$ cat config.mk
export PLATFORM = sky130hd
export DESIGN_NAME = queuenm_retire
export DESIGN_NICKNAME = d
export VERILOG_FILES = /design/src/rtl/queuenm_retire.sv
export SDC_FILE = /design/constraint.sdc
export NUM_CORES = 1
export LEC_CHECK = 0
export CAP_MARGIN = 40
export CORE_AREA = 2 2 240 242
export DETAILED_ROUTE_END_ITERATION = 8
export DIE_AREA = 0 0 242 244
export PLACE_DENSITY = 0.32
export REMOVE_ABC_BUFFERS = 1
export SLEW_MARGIN = 20
export SYNTH_ARGS = -nofsm -noshare
export SYNTH_HDL_FRONTEND = slang
export SYNTH_SLANG_ARGS = --single-unit
$ cat constraint.sdc
create_clock -name clk -period 3.3 [get_ports clk]
set_clock_uncertainty 0.2 [all_clocks]
set_input_delay 0.66 -clock clk [delete_from_list [all_inputs] [get_ports clk]]
set_output_delay 0.66 -clock clk [all_outputs]
set_load 0.03 [all_outputs]
$ cat src/rtl/queuenm_retire.sv
// queuenm_retire: drain/wakeup stage for the queuenm buffer.
// Broadcasts wakeups, pops ready heads into a 2-entry output buffer.
module queuenm_retire #(
   parameter int M_WIDTH   = 16,
   parameter int N_WIDTH   = 16,
   parameter int Q_LENGTH  = 16,
   parameter int TIMEOUT   = 64,
   parameter int CNT_WIDTH = 16
) (
   input  logic                         clk,
   input  logic                         clr,
   input  logic                         q_empty,
   input  logic [M_WIDTH+N_WIDTH-1:0]   q_dout,
   input  logic [M_WIDTH*Q_LENGTH-1:0]  q_old_m_vector,
   output logic                         q_rd,
   output logic [Q_LENGTH-1:0]          q_modify_vector,
   output logic [M_WIDTH*Q_LENGTH-1:0]  q_new_m_vector,
   input  logic [M_WIDTH-1:0]           wake_mask,
   input  logic                         flush,
   output logic                         out_valid,
   output logic [N_WIDTH-1:0]           out_data,
   input  logic                         out_ready,
   output logic                         busy,
   output logic [CNT_WIDTH-1:0]         retired_cnt,
   output logic                         stall_err
);

   localparam int SW = $clog2(TIMEOUT);

   typedef enum logic {RUN, FLUSH} state_t;

   state_t               state_q, state_d;
   logic [N_WIDTH-1:0]   buf0_q, buf0_d;
   logic [N_WIDTH-1:0]   buf1_q, buf1_d;
   logic [1:0]           cnt_q, cnt_d;
   logic [1:0]           cnt_mid;
   logic [CNT_WIDTH-1:0] ret_q, ret_d;
   logic [SW-1:0]        stall_q, stall_d;
   logic                 err_q, err_d;

   logic [M_WIDTH-1:0]   head_m;
   logic [N_WIDTH-1:0]   head_n;
   logic                 elig;
   logic                 drain;

   assign head_m = q_dout[M_WIDTH+N_WIDTH-1:N_WIDTH];
   assign head_n = q_dout[N_WIDTH-1:0];
   assign elig   = !q_empty && ((head_m & ~wake_mask) == '0);

   assign q_modify_vector = (wake_mask != '0) ? '1 : '0;

   always_comb begin
      q_new_m_vector = '0;
      for (int i = 0; i < Q_LENGTH; i++) begin
         q_new_m_vector[i*M_WIDTH +: M_WIDTH] =
            q_old_m_vector[i*M_WIDTH +: M_WIDTH] & ~wake_mask;
      end
   end

   assign out_valid   = (cnt_q != 2'd0);
   assign out_data    = out_valid ? buf0_q : '0;
   assign busy        = (state_q == FLUSH) || out_valid || !q_empty;
   assign retired_cnt = ret_q;
   assign stall_err   = err_q;

   assign drain = (state_q == RUN) && !flush && out_valid && out_ready;

   always_comb begin
      state_d = state_q;
      buf0_d  = buf0_q;
      buf1_d  = buf1_q;
      cnt_d   = cnt_q;
      cnt_mid = cnt_q;
      ret_d   = ret_q;
      stall_d = stall_q;
      err_d   = err_q;
      q_rd    = 1'b0;
      unique case (state_q)
         RUN: begin
            if (flush) begin
               cnt_d   = 2'd0;
               state_d = FLUSH;
            end else begin
               q_rd = !clr && elig && (cnt_q != 2'd2);
               // Drain shifts the buffer first; the push lands at the new tail.
               if (drain) begin
                  buf0_d  = buf1_q;
                  cnt_mid = cnt_q - 2'd1;
               end
               if (q_rd) begin
                  if (cnt_mid == 2'd0) buf0_d = head_n;
                  else                 buf1_d = head_n;
                  cnt_d = cnt_mid + 2'd1;
                  ret_d = ret_q + CNT_WIDTH'(1);
               end else begin
                  cnt_d = cnt_mid;
               end
            end
            if (!q_empty && !q_rd) begin
               if (stall_q == SW'(TIMEOUT - 1)) err_d = 1'b1;
               else                             stall_d = stall_q + SW'(1);
            end else begin
               stall_d = '0;
            end
         end
         FLUSH: begin
            q_rd    = !clr && !q_empty;
            stall_d = '0;
            if (q_empty) state_d = RUN;
         end
      endcase
   end

   always_ff @(posedge clk) begin
      if (clr) begin
         state_q <= RUN;
         buf0_q  <= '0;
         buf1_q  <= '0;
         cnt_q   <= 2'd0;
         ret_q   <= '0;
         stall_q <= '0;
         err_q   <= 1'b0;
      end else begin
         state_q <= state_d;
         buf0_q  <= buf0_d;
         buf1_q  <= buf1_d;
         cnt_q   <= cnt_d;
         ret_q   <= ret_d;
         stall_q <= stall_d;
         err_q   <= err_d;
      end
   end

endmodule
* Word-level counts from Yosys, hierarchy flattened *
Cells that the tools add are included.

cells by class
  $add $sub $neg = 4
  equal/unequal tests = 3
  multiplexer cells = 19
  bitwise logic cells = 21
  reduce and logical (&&, ||, !) cells = 22

operators by type and width
  kind                   number
  $and 16x16->16         17
  $mux 16                5
  $add 16x1->16 const B  1
  $logic_not 16->1       1
  $not 16->16            1
  $reduce_bool 16->1     1
  $mux 6                 2
  $pmux 6 s2             1
  $mux 2                 5
  $logic_and 1x1->1      8
  $add 6x1->6 const B    1
  $eq 6x6->1 const B     1
  $reduce_and 3->1       2
  $logic_not 1->1        4
  $mux 1                 4
  $pmux 1 s2             2
  $reduce_and 4->1       1
  $ne 3x3->1 const B     1
  $not 1->1              3
  $add 2x1->2 const B    1
  $logic_not 2->1        1
  $logic_or 1x1->1       2
  $ne 2x2->1 const B     1
  $reduce_and 2->1       1
  2 further kinds        2

word-level totals
  flip-flop bits (word level) = 58
  input port bits = 309
  output and inout bits = 308
  logic and storage cells = 76

* Logic depth before layout (Yosys ltp) *
  word-level depth = 12
  mapped depth = 13
  depth with buffers taken out = 11

* Worst setup path after synthesis *
Ideal clock, no wire load.

  path kind = input port to output port
  from = in wake_mask[14]
  to = out q_modify_vector[10]
  arrival = 2.073 ns
  data required time = 2.440 ns
  setup slack = 0.367 ns
  stages on the path = 4
  path buffers = 2
  path through = clkbuf_1 nor4_1 nand4_1 buf_4

between the ends
  longest elaborated chain between the ends = 2

ends and longest elaborated chain
  item                line  text
  from (decl)         18    input logic [M_WIDTH-1:0] wake_mask,
  $reduce_bool 16->1  50    assign q_modify_vector = (wake_mask != '0) ? '1 : '0;
  $mux 16             50
  to (decl)           16    output logic [Q_LENGTH-1:0] q_modify_vector,

No other way between the ends.

* Worst setup path after layout *
  from = in q_dout[17]
  to = out q_rd

between the ends
  longest elaborated chain between the ends = 8

ends and longest elaborated chain
  item                             line  text
  from (decl)                      13    input logic [M_WIDTH+N_WIDTH-1:0] q_dout,
  $and 16x16->16                   48    assign elig = !q_empty && ((head_m & ~wake_mask) == '0);
  $logic_not 16->1                 48
  $logic_and 1x1->1                48
  $logic_and 1x1->1 (2 in series)  84    q_rd = !clr && elig && (cnt_q != 2'd2);
  $mux 1                           80    if (flush) begin
  $mux 1                           78    unique case (state_q)
  $pmux 1 s2                       78
  to (decl)                        15    output logic q_rd,

No other way between the ends. The select of a mux whose other input is x is not followed.

==> results.md <==
- VDD IR max: between 200 and 250 µV
- Type of element capturing the critical path: output port
- Leftover overflow at the end of global routing: 0
- Rows: between 80 and 90
- Net switching power: 1160 µW
- Synth warnings: 0
- F_max: about 0.31 GHz
- Int Power: 2250 µW
- Hold WC Path Type: reg2reg
- Initial antenna violation count: between 80 and 90
- Clock Power Share: 30.1%
- Final worst path period need: 3.20 ns
- Global Route Usage Sum: between 20% and 30%
- Post-route antenna net violation count: 0
- Pwr Density: about 250 nW/µm²
- Largest net degree at the start of global routing: 56
- Slew at the pin closest to its max-slew limit: 0.691 ns
- Crit path arrival time: between 2 and 2.5 ns
- Post-synthesis area per instance: approximately 7.5 µm²
- Synth cell types: 44
- Synth Flop Type: dfxtp_1
- Status: finished clean
- Wire per inst: roughly 31 µm
- Die ar.: just under 60,000 µm²
- CP Max Fanout: 2
- DRC Markers: 0
- Dpl hpwl: roughly 56,000 µm
- Seq cells post-synth: a little under 60
- Flop pwr share: a little over 20%
- Number of synthesized flops with an enable pin: 0
- Htree depth: 3
- CTS Hold Bufs: 0
- Fraction of registers with async set/reset: 0%
- CTS tree: built
- Ports: between 600 and 700
- Clk buf depth: 2
- Max-slew headroom: between 50% and 60%
- Endpoints failing setup: 0
- Post-Syn Instances: 634
- RSZ-0062 raised after global routing: false
- Share of post-route cells with drive strength above 1: about 28%
- Final Hold Fails: 0
- 1st-pass router iterations: 4
- # nets final: 1,577
- Max-cap violations: 0
- Root buf cell: clkbuf_16
- Final WL: 63,200 µm
- Core area: between 50,000 and 60,000 µm²
- Die X: approximately 240 µm
- Chip height: ~240 µm
- Logic pwr share: 49.2%
- Vias in the first global route: approximately 7,700
- Leak Pwr: approximately 0.0054 µW
- GP Congestion: between 0.8 and 0.9
- Clock slew at reported path FFs: about 0.05 ns
- Register area share after synthesis: about a quarter
- Fin util: 24.3%
- Switching share of power: 34.0%
- # clock sinks: between 50 and 60
- Drt initial violations: roughly 310
- Filler cell count: 6,178
- First-pass GRT wire length: around 80,000 µm
- CTS Buf Count: 9
- Later-pin clock latency in the skew report: ~0.34 ns
- Max-slew violations: 0
- Port buffer count: 616
- Starting Density: approximately 8.4%
- CP Class: in2out
- DR vias: around 7,500
- Design Power: 3420 µW
- Via-to-Cell Ratio: between 3 and 4
- Mapped Area: about 4700 µm²
- Worst Path Required: 2.44 ns
- Synth-to-Final Area Change: 188%
- Fin crit share: 96.9%
- Startpoint Class: input port
[cell families after synthesis]
family / synth area share (%)
AO/OA/AOI/OAI: 10.9
adder cells (fa/ha/maj): 1.32
multiplexers: 4.01
flip-flops: 24.5
AND/OR/NAND/NOR: 51.6
buffers and inverters: 6.43
XOR/XNOR: 1.29
[area by class of cell]
cell class / instances / area [µm²] / area share [%]
inverters: 11 / 41.3 / 0.302
clock buffers: 11 / 243 / 1.78
diodes: 15 / 37.5 / 0.275
well taps: 756 / 946 / 6.92
repair buffers: 670 / 7800 / 57.0
clock inverters: 5 / 77.6 / 0.567
flip-flops and latches: 58 / 1160 / 8.49
multi-input cells: 513 / 3370 / 24.6
[final timing paths]
check,startpoint,end,slack [ns],cells past startpoint
worst max-delay path,q_dout[17],q_rd,0.10,7
worst min-delay path,stall_err,stall_err,0.27,1
worst max register to register,cnt_q[0],buf0_q[6],0.33,11
worst min register to register,stall_err,stall_err,0.27,1
[worst max-delay path: stages]
cell and delay (ns):
clkdlybuf4s50_1 0.41, nor2b_1 0.16, a2111oi_4 0.41, nand3_4 0.19, nor3_4 0.21, a21o_1 0.16, buf_12 0.13
[cell usage after synthesis (2+ instances only)]
| cell type | instances | area share [%] |
|---|---|---|
| nor3_1 | 5 | 0.53 |
| and3_1 | 3 | 0.40 |
| a2111oi_2 | 2 | 0.63 |
| nand2b_1 | 5 | 0.66 |
| nor2b_1 | 248 | 33 |
| and2b_1 | 33 | 5.2 |
| a211oi_1 | 2 | 0.32 |
| nand2_1 | 29 | 2.3 |
| buf_2 | 4 | 0.42 |
| clkbuf_1 | 32 | 2.5 |
| buf_4 | 15 | 2.4 |
| a22oi_1 | 16 | 2.5 |
| nand3_1 | 25 | 2.6 |
| and2_1 | 3 | 0.40 |
| or4_1 | 10 | 1.6 |
| inv_1 | 11 | 0.87 |
| a21oi_1 | 11 | 1.2 |
| nor4_1 | 6 | 0.79 |
| xnor2_1 | 6 | 1.1 |
| mux2i_1 | 19 | 4.0 |
| dfxtp_1 | 58 | 24 |
| nor2_1 | 32 | 2.5 |
| o31ai_1 | 8 | 1.3 |
| ha_1 | 5 | 1.3 |
| o21ai_0 | 4 | 0.42 |
| a31oi_1 | 19 | 2.5 |
| nand4_1 | 5 | 0.66 |
| or2_2 | 2 | 0.26 |
[per-stage QoR]
| step | instances | hold slack (ns) | instance area (µm²) | setup slack (ns) | TNS [ns] |
|---|---|---|---|---|---|
| after detailed placement | 2004 | 0.268 | 13200 | -0.594 | -24.17 |
| after global placement | 2004 | 0.264 | 13200 | -0.617 | -25.29 |
| after CTS | 2023 | 0.282 | 13600 | 0.0110 | 0 |
| final | 2039 | 0.272 | 13700 | 0.101 | 0 |
| after floorplan | 582 | 0.244 | 4480 | -2.65 | -50.81 |
| after global routing | 2025 | 0.300 | 13600 | 0.00580 | 0 |
[per-layer routing]
layer / up-vias / GRT usage [%] / wire length (µm) / share of wire (%)
li1: 3380 / - / - / -
met1: 3502 / 24.3 / 25200 / 40
met2: 473 / 32.8 / 27600 / 44
met3: 111 / 13.2 / 9330 / 15
met4: 36 / 1.82 / 873 / 1.4
met5: - / 0 / 207 / 0.33
[layout by cell type, fill, tap and decap left out, types with 11 or more instances in the layout]
| cell type | n |
|---|---|
| nand3_1 | 25 |
| diode_2 | 15 |
| buf_12 | 152 |
| dlygate4sd2_1 | 29 |
| nor2b_1 | 244 |
| dfxtp_1 | 58 |
| buf_4 | 159 |
| mux2i_1 | 19 |
| and2b_1 | 32 |
| clkdlybuf4s50_1 | 319 |
| a31oi_1 | 17 |
| nand2_1 | 29 |
| nor2_1 | 31 |
| a21oi_1 | 11 |
| inv_1 | 11 |
| a22oi_1 | 16 |
[registers in the layout, indices dropped and copies added (netlist names)]
name	count
cnt_q	2
buf1_q	16
stall_q	6
buf0_q	16
stall_err	1
retired_cnt	16
state_q	1
[power by group through the flow]
stage	clock network, µW	logic [µW]	registers [µW]
floorplan	0	505	721
global placement	0	1700	722
detailed placement	0	1690	722
CTS	1060	1700	707
global route	1080	1760	707
finish	1030	1680	707
[timing repair]
action	4_1_cts	5_1_grt
endpoints found under the setup margin	47	1
buffers inserted	3	1
pin swaps	6	5
gates resized for setup	45	16
hold endpoints to repair	0	0
Note: power is estimated with default switching activity, not from simulation.
